<file path="src/rtl/axi_mem_arbiter.sv">
`timescale 1ns/1ps
// axi_mem_arbiter: two-requester (instruction fetch / data) arbiter in front of
// a single-outstanding downstream memory bridge, with a per-transaction timeout.
// Build option: define ARB_ROUND_ROBIN_EN for round-robin tie-breaking;
// otherwise requester 0 has fixed priority.
module axi_mem_arbiter #(
  parameter int AW      = 32,
  parameter int DW      = 32,
  parameter int TIMEOUT = 255
) (
  input  logic                  clk,
  input  logic                  resetn,
  input  logic [1:0]            req_valid,
  input  logic [2*AW-1:0]       req_addr,
  input  logic [2*DW-1:0]       req_wdata,
  input  logic [2*(DW/8)-1:0]   req_wstrb,
  output logic [1:0]            req_ready,
  output logic [DW-1:0]         req_rdata,
  output logic                  req_err,
  output logic                  mem_valid,
  output logic [AW-1:0]         mem_addr,
  output logic [DW-1:0]         mem_wdata,
  output logic [DW/8-1:0]       mem_wstrb,
  input  logic                  mem_ready,
  input  logic [DW-1:0]         mem_rdata,
  output logic [1:0]            grant
);

  localparam int SW = DW / 8;

  localparam logic [1:0] S_IDLE = 2'd0;
  localparam logic [1:0] S_REQ  = 2'd1;
  localparam logic [1:0] S_RESP = 2'd2;

  // Last counter value before the timeout fires; mem_valid is then high for
  // exactly TIMEOUT cycles.
  localparam logic [9:0] TO_LAST = 10'(TIMEOUT - 1);

  logic [1:0]    state;
  logic [9:0]    to_cnt;
  logic          win;
  logic [AW-1:0] sel_addr;
  logic [DW-1:0] sel_wdata;
  logic [SW-1:0] sel_wstrb;

`ifdef ARB_ROUND_ROBIN_EN
  logic last;

  // On a tie the requester not granted last time wins.
  always_comb begin
    win = (req_valid == 2'b11) ? ~last : req_valid[1];
  end

  // Remember the winner each time a transaction is launched.
  always_ff @(posedge clk or negedge resetn) begin
    if (!resetn) begin
      last <= 1'b0;
    end else if (state == S_IDLE && |req_valid) begin
      last <= win;
    end
  end
`else
  // Fixed priority: requester 0 wins whenever it is requesting.
  always_comb begin
    win = ~req_valid[0];
  end
`endif

  // Steer the winning requester's fields toward the mem_* registers.
  always_comb begin
    sel_addr  = win ? req_addr[AW +: AW]   : req_addr[0 +: AW];
    sel_wdata = win ? req_wdata[DW +: DW]  : req_wdata[0 +: DW];
    sel_wstrb = win ? req_wstrb[SW +: SW]  : req_wstrb[0 +: SW];
  end

  // Transaction FSM: IDLE arbitrates, REQ waits on the bridge or timeout,
  // RESP spends one cycle preparing and one cycle presenting the ready pulse.
  always_ff @(posedge clk or negedge resetn) begin
    if (!resetn) begin
      state     <= S_IDLE;
      to_cnt    <= '0;
      mem_valid <= 1'b0;
      mem_addr  <= '0;
      mem_wdata <= '0;
      mem_wstrb <= '0;
      grant     <= '0;
      req_ready <= '0;
      req_rdata <= '0;
      req_err   <= 1'b0;
    end else begin
      case (state)
        S_IDLE: begin
          if (|req_valid) begin
            state     <= S_REQ;
            mem_valid <= 1'b1;
            mem_addr  <= sel_addr;
            mem_wdata <= sel_wdata;
            mem_wstrb <= sel_wstrb;
            grant     <= win ? 2'b10 : 2'b01;
            to_cnt    <= '0;
          end
        end
        S_REQ: begin
          to_cnt <= to_cnt + 10'd1;
          if (mem_ready) begin
            req_rdata <= mem_rdata;
            req_err   <= 1'b0;
            mem_valid <= 1'b0;
            state     <= S_RESP;
          end else if (to_cnt == TO_LAST) begin
            req_rdata <= '0;
            req_err   <= 1'b1;
            mem_valid <= 1'b0;
            state     <= S_RESP;
          end
        end
        S_RESP: begin
          // First RESP cycle raises the pulse, second drops it and releases
          // the grant, so the requester's still-high valid is never re-arbitrated.
          if (req_ready == 2'b00) begin
            req_ready <= grant;
          end else begin
            req_ready <= '0;
            grant     <= '0;
            state     <= S_IDLE;
          end
        end
        default: begin
          state <= S_IDLE;
        end
      endcase
    end
  end

endmodule

</file>
<file path="config.mk">
export PLATFORM = sky130hd
export DESIGN_NAME = axi_mem_arbiter
export DESIGN_NICKNAME = d
export VERILOG_FILES = /design/src/rtl/axi_mem_arbiter.sv
export SDC_FILE = /design/constraint.sdc
export NUM_CORES = 1
export LEC_CHECK = 0
export CAP_MARGIN = 20
export CORE_AREA = 2 2 139 141
export CTS_CLUSTER_DIAMETER = 50
export DETAILED_ROUTE_END_ITERATION = 6
export DIE_AREA = 0 0 141 143
export GPL_TIMING_DRIVEN = 1
export HOLD_SLACK_MARGIN = 0.08
export PLACE_DENSITY = 0.71
export RECOVER_POWER = 25
export SLEW_MARGIN = 15
export SYNTH_ARGS = -nofsm -noshare
export SYNTH_HDL_FRONTEND = slang
export SYNTH_SLANG_ARGS = --single-unit
</file>
<file path="constraint.sdc">
create_clock -name clk -period 5.45 [get_ports clk]
set_clock_uncertainty 0.15 [all_clocks]
set_input_delay 1.09 -clock clk [delete_from_list [all_inputs] [get_ports clk]]
set_output_delay 1.09 -clock clk [all_outputs]
set_load 0.02 [all_outputs]
</file>
==> impl_metrics.json, run 1 <==
{
  "insertion_delay_ps": 410,
  "pin_count": 279,
  "r2r_end": "mem_wdata[15]$_DFFE_PN0P_",
  "maxSlewViolCount": 0,
  "post-route-min-period_ps": 2780,
  "hold_viol": 0,
  "io_buffers": 278,
  "final_common_cell": "clkdlybuf4s50_1",
  "post-dp-hpwl_um": 12200,
  "synth_seq_cells": 118,
  "yosysTopAreaCell": "dfrtp_1",
  "placed_area_um2": 8480,
  "max_freq_ghz": 0.360,
  "final_cell_mix": "clkdlybuf4s50_1, o21ai_0, dfrtp_1",
  "stdcell_count": 1040,
  "ys_async_sr_fraction_pct": 100,
  "dieWidth_um": 141,
  "final_area_um2": 9060,
  "grt_setup_unrepaired": "no",
  "fin_setup_tns_ps": 0,
  "grt_usage_pct": 17.9,
  "reg2reg_from": "state[0]$_DFFE_PN0P_",
  "p_per_area_nw_per_um2": 551,
  "diodes": 0,
  "netlist_instances": 533,
  "core_area_um2": 18600,
  "cp-start-kind": "input port",
  "initial_utilization_pct": 29.9,
  "cts_sinks": 118,
  "postCtsSetupBuffers": 0,
  "reg2reg_depth": 4,
  "vias_per_cell": 4.93,
  "worstSetupEndpointType": "flip-flop",
  "leakagePower_nw": 3.87,
  "wirelength_um": 17800,
  "fillers": 1706,
  "synth_area_leaders": "dfrtp_1, o21ai_0, mux2i_1, a22oi_1, inv_1",
  "holdPathStages": 1,
  "hold_ws_ps": 322,
  "clkSlewWorstSetupHoldPaths_ps": 50,
  "first_global_vias": 5101,
  "cp_data_arrival_time_ps": 2900,
  "first_iter_violations": 282,
  "multi_input_area_um2": 2230,
  "finalCritPeriodShare_pct": 51.0,
  "hold_path.class": "reg -> reg",
  "synth_edf_count": 0,
  "final_layout_size_suffix_gt1_share_pct": 6.70,
  "cts_buffers": 17,
  "hp-start": "to_cnt[9]$_DFFE_PN0P_",
  "netlist.area_leader.share_pct": 53.2,
  "rows": 50,
  "ys_seq_area_share_pct": 53.2,
  "synth_ff_type": "dfrtp_1",
  "clockBufferDepth": 2,
  "worstMarginPinSlew_ps": 864,
  "root_buffer": "clkbuf_16",
  "cts_hold_buf": 0,
  "grt_max_degree": 73,
  "drc": 0,
  "synthToLayoutAreaGrowth_pct": 63.3,
  "whs_endpoint": "to_cnt[9]$_DFFE_PN0P_",
  "place_inst": 1008,
  "syn-cell-area_um2": 5550,
  "r2r_slack_ps": 3200,
  "critPathKind": "in -> reg",
  "overflow": 0,
  "regArea_um2": 2950,
  "ant_nets": 0,
  "slew_headroom_pct": 41.6,
  "grt_pass1_wl_um": 28000,
  "synthDistinctLibCells": 40,
  "fp.dieH_um": 143,
  "die_area_um2": 20200,
  "fin_nets": 968,
  "ctsResizeCount": 0,
  "antenna_found_initial": 0,
  "wire_per_inst_um": 17.1,
  "critPathMaxFanout": 47,
  "required_ps": 5570,
  "cts_tree": "done",
  "status": "finished clean",
  "syn_nets": 708,
  "peakVddDrop_mv": 0.262,
  "num_vias": 5128,
  "dr.pass1.iters": 4,
  "yosys_warnings": 0,
  "maxCapViolCount": 0,
  "setup_violations": 0,
  "synth_area_per_cell_um2": 10.4,
  "gp_congestion": 0.787,
  "htreeDepth": 4
}
[Yosys cell counts (all sizes together), types with 2 or more instances]
| library cell | instances |
|---|---|
| nor2 | 4 |
| dfrtp | 118 |
| clkbuf | 26 |
| or2 | 2 |
| a22oi | 33 |
| o21ai | 177 |
| a2bb2oi | 3 |
| o22ai | 2 |
| a22o | 2 |
| a31oi | 2 |
| inv | 38 |
| mux2i | 71 |
| buf | 19 |
| nand2 | 8 |
| nor3 | 3 |
| nand3 | 4 |
| ha | 2 |
| nor4 | 3 |
| o31ai | 3 |
[how the worst max path moves through the flow]
stage | from | to | slack [ps] | depth (start not counted)
global route | req_valid[1] | mem_wdata[5]$_DFFE_PN0P_ | 2520 | 5
global placement | req_valid[1] | mem_addr[3]$_DFFE_PN0P_ | 2300 | 5
CTS | req_valid[1] | mem_wdata[5]$_DFFE_PN0P_ | 2670 | 5
finish | req_valid[1] | mem_wdata[15]$_DFFE_PN0P_ | 2670 | 5
floorplan | req_valid[0] | state[0]$_DFFE_PN0P_ | 3110 | 7
detailed placement | req_valid[1] | mem_wdata[5]$_DFFE_PN0P_ | 2220 | 5
[state kept, by name (all words and copies together), names as in the netlist]
name and flops:
req_err 1, req_ready 2, grant 2, mem_valid 1
req_rdata 32, mem_addr 32, to_cnt 10, mem_wstrb 4
mem_wdata 32, state 2
[report_power, final]
| group | internal [mW] | total, mW | switching, mW |
|---|---|---|---|
| combinational | 1.08 | 2.34 | 1.26 |
| sequential | 1.28 | 1.55 | 0.268 |
| clock | 0.705 | 1.10 | 0.400 |
[worst max-delay path: stages]
cell and delay, ps:
clkdlybuf4s50_1 500, nor2_4 120, or2_2 480, buf_4 490
o21ai_0 190
[kinds of logic (layout without fill, tap and decap cells)]
kind of cell | Yosys count | in the layout | synth area share (%)
mux | 71 | 71 | 12.8
compound gates | 227 | 227 | 23.6
fa+ha+maj | 2 | 2 | 0.451
simple gates | 31 | 31 | 3.09
xor+xnor | 1 | 1 | 0.158
flops | 118 | 118 | 53.2
buf+inv | 83 | 356 | 6.63
[cell type report]
| class | count | share of cell area, % |
|---|---|---|
| timing repair buffer | 286 | 31.6 |
| multi-input combinational | 332 | 24.7 |
| inverter | 38 | 1.57 |
| tap | 234 | 3.23 |
| clock inverter | 9 | 1.11 |
| clock buffer | 23 | 5.28 |
| sequential | 118 | 32.6 |
[per-stage QoR]
stage	worst slack, ps	util [%]	total power, mW
floorplan	3110	-	2.76
global placement	2300	45.5	3.85
detailed placement	2220	45.6	3.91
CTS	2670	48.7	5.04
global route	2520	48.7	5.32
finish	2670	48.7	4.99
[metal layers]
layer | wire length (um) | vias up | GRT usage [%]
met4 | 235 | 0 | 5.16
li1 | - | 2429 | -
met1 | 7030 | 2448 | 21.8
met2 | 8720 | 233 | 29.1
met5 | 0 | - | 0
met3 | 1780 | 18 | 7.48
Note: power is estimated with default switching activity, not from simulation.
==> run 2, diff against run 1 <==
clock period = 2.7 ns   (was 5.45 ns; I/O delays follow)
==> run 2 against run 1 <==
Effect of this change:
- sequential cell count unchanged
- core utilization increased by 0.094 points
- worst hold slack got worse by 12 ps
- cell count increased by 0.48%
- combinational power increased by 100%
- sequential power increased by 100%
- total power increased by 99%
- first-iteration DRC count decreased by 33%
- wire length increased by 1.1%
- critical endpoint is now grant[0]
- clock power increased by 89%
- critical path depth decreased by 4
==> impl_metrics.json, run 2 (synthesized netlist as in run 1, its figures left out) <==
{
  "initial_utilization_pct": 29.9,
  "drc": 0,
  "die_area_um2": 20200,
  "gp_congestion": 0.783,
  "wire_per_inst_um": 17.2,
  "use_met3_pct": 8.65,
  "use_met1_pct": 21.3,
  "clkSlewWorstSetupHoldPaths_ps": 50,
  "required_ps": 2010,
  "fin_nets": 973,
  "post-place-ws_ps": 385,
  "clockBufferDepth": 2,
  "critPathKind": "reg -> out",
  "fin_setup_tns_ps": 0,
  "max_freq_ghz": 0.455,
  "peakVddDrop_mv": 0.489,
  "slew_headroom_pct": 27.3,
  "status": "finished clean",
  "wirelength_um": 17900,
  "grt_setup_unrepaired": "no",
  "maxSlewViolCount": 0,
  "first_iter_violations": 190,
  "leakagePower_nw": 3.87,
  "place_inst": 1012,
  "io_buffers": 278,
  "path_cells": "clkdlybuf4s50_1",
  "critPathMaxFanout": 4,
  "setup_violations": 0,
  "hold_path.class": "in -> reg",
  "fin_ws_ps": 505,
  "core_area_um2": 18600,
  "fp.dieH_um": 143,
  "antenna_found_initial": 0,
  "cp-start-kind": "flip-flop",
  "ant_nets": 0,
  "insertion_delay_ps": 400,
  "path_buf_inv": 1,
  "hold_ws_ps": 311,
  "critical_path.top_delay_family": "buffers and inverters",
  "grt_pass1_wl_um": 28100,
  "maxCapViolCount": 0,
  "grt_max_degree": 73,
  "finalCritPeriodShare_pct": 81.3,
  "p_per_area_nw_per_um2": 1100,
  "slowest_stage": "clkdlybuf4s50_1",
  "vias_per_cell": 4.90,
  "stdcell_count": 1045,
  "overflow": 0,
  "first_global_vias": 5096,
  "worstMarginPinSlew_ps": 1090,
  "busiest_layer": "met2",
  "dr.pass1.iters": 4,
  "htreeDepth": 4,
  "cts_tree": "done",
  "final_cell_mix": "clkdlybuf4s50_1, o21ai_0, dfrtp_1",
  "final_layout_size_suffix_gt1_share_pct": 7.03,
  "final_common_cell": "clkdlybuf4s50_1",
  "finish.utilization_pct": 48.8,
  "final_area_um2": 9070,
  "grt_usage_pct": 17.9,
  "cp_data_arrival_time_ps": 1510,
  "rows": 50,
  "hold_viol": 0,
  "diodes": 0,
  "max_stage_delay_ps": 680,
  "num_vias": 5124,
  "total_power_mw": 9.96,
  "pin_count": 279,
  "dieWidth_um": 141,
  "root_buffer": "clkbuf_16",
  "cts_buffers": 17,
  "postCtsSetupBuffers": 0,
  "use_met2_pct": 29.6,
  "cts_sinks": 118,
  "post-dp-hpwl_um": 12700,
  "placed_area_um2": 8520,
  "top_regs": "mem_addr x32, mem_wdata x32, req_rdata x32",
  "synthToLayoutAreaGrowth_pct": 63.6,
  "post-route-min-period_ps": 2200,
  "worstSetupEndpointType": "primary output"
}
[run 2: cell types whose count changed in the layout (fill, tap and decap cells not counted), sizes merged]
| cell | before | now |
|---|---|---|
| bufinv | 2 | 1 |
| inv | 38 | 39 |
| clkbuf | 24 | 21 |
| clkinvlp | 2 | 4 |
| buf | 9 | 13 |
| dlygate4sd3 | 0 | 1 |
| clkinv | 5 | 6 |
[run 2: final timing paths]
check / startpoint / cells after the start / to / slack (ps)
min reg2reg: to_cnt[9]$_DFFE_PN0P_ / 1 / to_cnt[9]$_DFFE_PN0P_ / 330
min: req_valid[0] / 2 / grant[1]$_DFFE_PN0P_ / 310
max in group asynchronous: resetn / 3 / mem_addr[24]$_DFFE_PN0P_ / 750
min in group asynchronous: resetn / 2 / to_cnt[1]$_DFFE_PN0P_ / 760
max reg2reg: to_cnt[0]$_DFFE_PN0P_ / 6 / req_rdata[18]$_DFFE_PN0P_ / 670
max: grant[0]$_DFFE_PN0P_ / 1 / grant[0] / 500
[run 2: final cells by class]
class | instances | area [um2]
inverter | 38 | 143
sequential | 118 | 2950
multi-input combinational | 332 | 2230
timing repair buffer | 291 | 2910
clock inverter | 12 | 106
fill | 1752 | 9510
tap | 234 | 293
clock buffer | 20 | 437
[run 2: what timing repair did]
action,4_1_cts,5_1_grt
hold buffers,1,0
endpoints found under the hold margin,39,0
gates resized for setup,0,0
[run 2: metal layers]
layer,up-vias,part of all wire (%)
met4,0,0.74
met3,12,10
li1,2452,-
met1,2450,40
met5,-,0
met2,210,49
[run 2: report_power, final]
part	internal, mW	total (mW)	leakage, nW	switching [mW]
Sequential	2.59	3.12	1.42	0.531
Combinational	2.20	4.76	2.19	2.56
Clock	1.26	2.08	0.256	0.817
Total	6.05	9.96	3.87	3.91
==> run 3, diff against run 2 <==
clock period = 2.3 ns   (was 2.7 ns; I/O delays follow)
==> run 3 against run 2 <==
Effect of this change:
- global-route usage is 0.25 points lower
- design area is essentially flat
- highest routed layer unchanged
- critical path type unchanged
- worst hold slack got worse by 28 ps
- register-to-register slack got worse by 370 ps
- critical path depth is the same
- sequential share of layout area about the same
- wire length shrank 2.2%
==> impl_metrics.json, run 3 (synthesized netlist as in run 1, its figures left out) <==
{
  "final_layout_size_suffix_gt1_share_pct": 6.92,
  "hold_ws_ps": 283,
  "wirelength_um": 17500,
  "power_frac_seq_pct": 31.2,
  "dieWidth_um": 141,
  "ant_nets": 0,
  "drc": 0,
  "rows": 50,
  "p_int_mw": 7.16,
  "grt_max_degree": 73,
  "slew_headroom_pct": 29.5,
  "peakVddDrop_mv": 0.553,
  "reg2reg_from": "to_cnt[0]$_DFFE_PN0P_",
  "finish.utilization_pct": 48.9,
  "clkSlewWorstSetupHoldPaths_ps": 50,
  "cts_tree": "done",
  "clockBufferDepth": 2,
  "worstMarginPinSlew_ps": 1060,
  "die_area_um2": 20200,
  "switchingPower_mw": 4.52,
  "critPathMaxFanout": 4,
  "post-dp-hpwl_um": 12500,
  "placed_area_um2": 8560,
  "final_common_cell": "clkdlybuf4s50_1",
  "diodes": 0,
  "critPathKind": "reg -> out",
  "total_power_mw": 11.7,
  "stdcell_count": 1043,
  "path_buf_inv": 1,
  "p_sw_share_pct": 38.7,
  "grt_usage_pct": 17.6,
  "final_area_um2": 9080,
  "cts_buffers": 17,
  "num_vias": 5106,
  "required_ps": 1690,
  "place_inst": 1012,
  "power_frac_comb_pct": 47.9,
  "pwr-share-clk_pct": 20.8,
  "max_stage_delay_ps": 670,
  "r2r_end": "req_rdata[16]$_DFFE_PN0P_",
  "pin_count": 279,
  "finalCritPeriodShare_pct": 90.4,
  "top_regs": "mem_addr x32, mem_wdata x32, req_rdata x32",
  "grt_pass1_wl_um": 27600,
  "reg2reg_depth": 6,
  "postCtsSetupBuffers": 0,
  "overflow": 0,
  "ctsResizeCount": 0,
  "p_per_area_nw_per_um2": 1290,
  "first_global_vias": 5109,
  "maxCapViolCount": 0,
  "io_buffers": 278,
  "maxSlewViolCount": 0,
  "fin_nets": 973,
  "grt_setup_unrepaired": "no",
  "initial_utilization_pct": 29.9,
  "fin_ws_ps": 221,
  "leakagePower_nw": 3.88,
  "fp.dieH_um": 143,
  "fin_setup_tns_ps": 0,
  "final_cell_mix": "clkdlybuf4s50_1, o21ai_0, dfrtp_1",
  "post-route-min-period_ps": 2080,
  "critical_path.top_delay_family": "buffers and inverters",
  "slowest_stage": "clkdlybuf4s50_1",
  "cp_data_arrival_time_ps": 1470,
  "fillers": 1739,
  "root_buffer": "clkbuf_16",
  "r2r_slack_ps": 300,
  "worstSetupEndpointType": "primary output",
  "cts_hold_buf": 1,
  "post-place-ws_ps": 147,
  "first_iter_violations": 163,
  "core_area_um2": 18600,
  "hold_path.class": "in -> async",
  "gp_congestion": 0.806,
  "cp-start-kind": "flip-flop",
  "dr.pass1.iters": 4,
  "path_cells": "clkdlybuf4s50_1",
  "max_freq_ghz": 0.481,
  "synthToLayoutAreaGrowth_pct": 63.7,
  "wire_per_inst_um": 16.8,
  "insertion_delay_ps": 410,
  "hold_viol": 0,
  "vias_per_cell": 4.90,
  "antenna_found_initial": 0,
  "htreeDepth": 4,
  "setup_violations": 0,
  "cts_sinks": 118,
  "status": "finished clean"
}
[run 3: cell types whose count changed in the layout (fill, tap and decap cells not counted), moves of 2 or more]
cell	before	now
buf_4	10	7
clkinv_2	4	6
clkinv_4	2	0
clkbuf_8	0	2
[run 3: worst max-delay path by stage]
| stage | endpoint | depth (start not counted) | slack (ps) | from |
|---|---|---|---|---|
| 5_1_grt | mem_addr[9]$_DFFE_PN0P_ | 3 | 140 | resetn |
| 4_1_cts | grant[0] | 1 | 170 | grant[0]$_DFFE_PN0P_ |
| 6_report | grant[0] | 1 | 220 | grant[0]$_DFFE_PN0P_ |
| 2_1_floorplan | req_rdata[18]$_DFFE_PN0P_ | 6 | 470 | to_cnt[0]$_DFFE_PN0P_ |
| 3_5_place_dp | mem_wdata[8]$_DFFE_PN0P_ | 5 | 150 | req_valid[1] |
| 3_3_place_gp | mem_addr[8]$_DFFE_PN0P_ | 5 | 220 | req_valid[1] |
[run 3: layout make-up]
cell class | count | area (um2) | share of cell area [%]
clock buffers | 20 | 457 | 5.03
clock inverters | 10 | 82.6 | 0.909
inverters | 38 | 143 | 1.57
multi-input cells | 332 | 2230 | 24.6
flip-flops and latches | 118 | 2950 | 32.5
well taps | 234 | 293 | 3.22
repair buffers | 291 | 2920 | 32.2
[run 3: layer usage]
layer | GRT usage, % | wire length [um] | vias up
met5 | 0 | 0 | -
met2 | 29.0 | 8600 | 238
li1 | - | - | 2443
met3 | 8.85 | 1930 | 13
met1 | 20.6 | 6830 | 2412
met4 | 4.21 | 191 | 0
[run 3: power by group through the flow]
| stage | combinational [mW] | clock (mW) | sequential, mW |
|---|---|---|---|
| after CTS | 5.69 | 2.49 | 3.66 |
| after global routing | 6.10 | 2.59 | 3.79 |
| after global placement | 5.60 | 0 | 3.64 |
| after detailed placement | 5.65 | 0 | 3.67 |
| final | 5.59 | 2.43 | 3.65 |
| after floorplan | 1.85 | 0 | 4.68 |
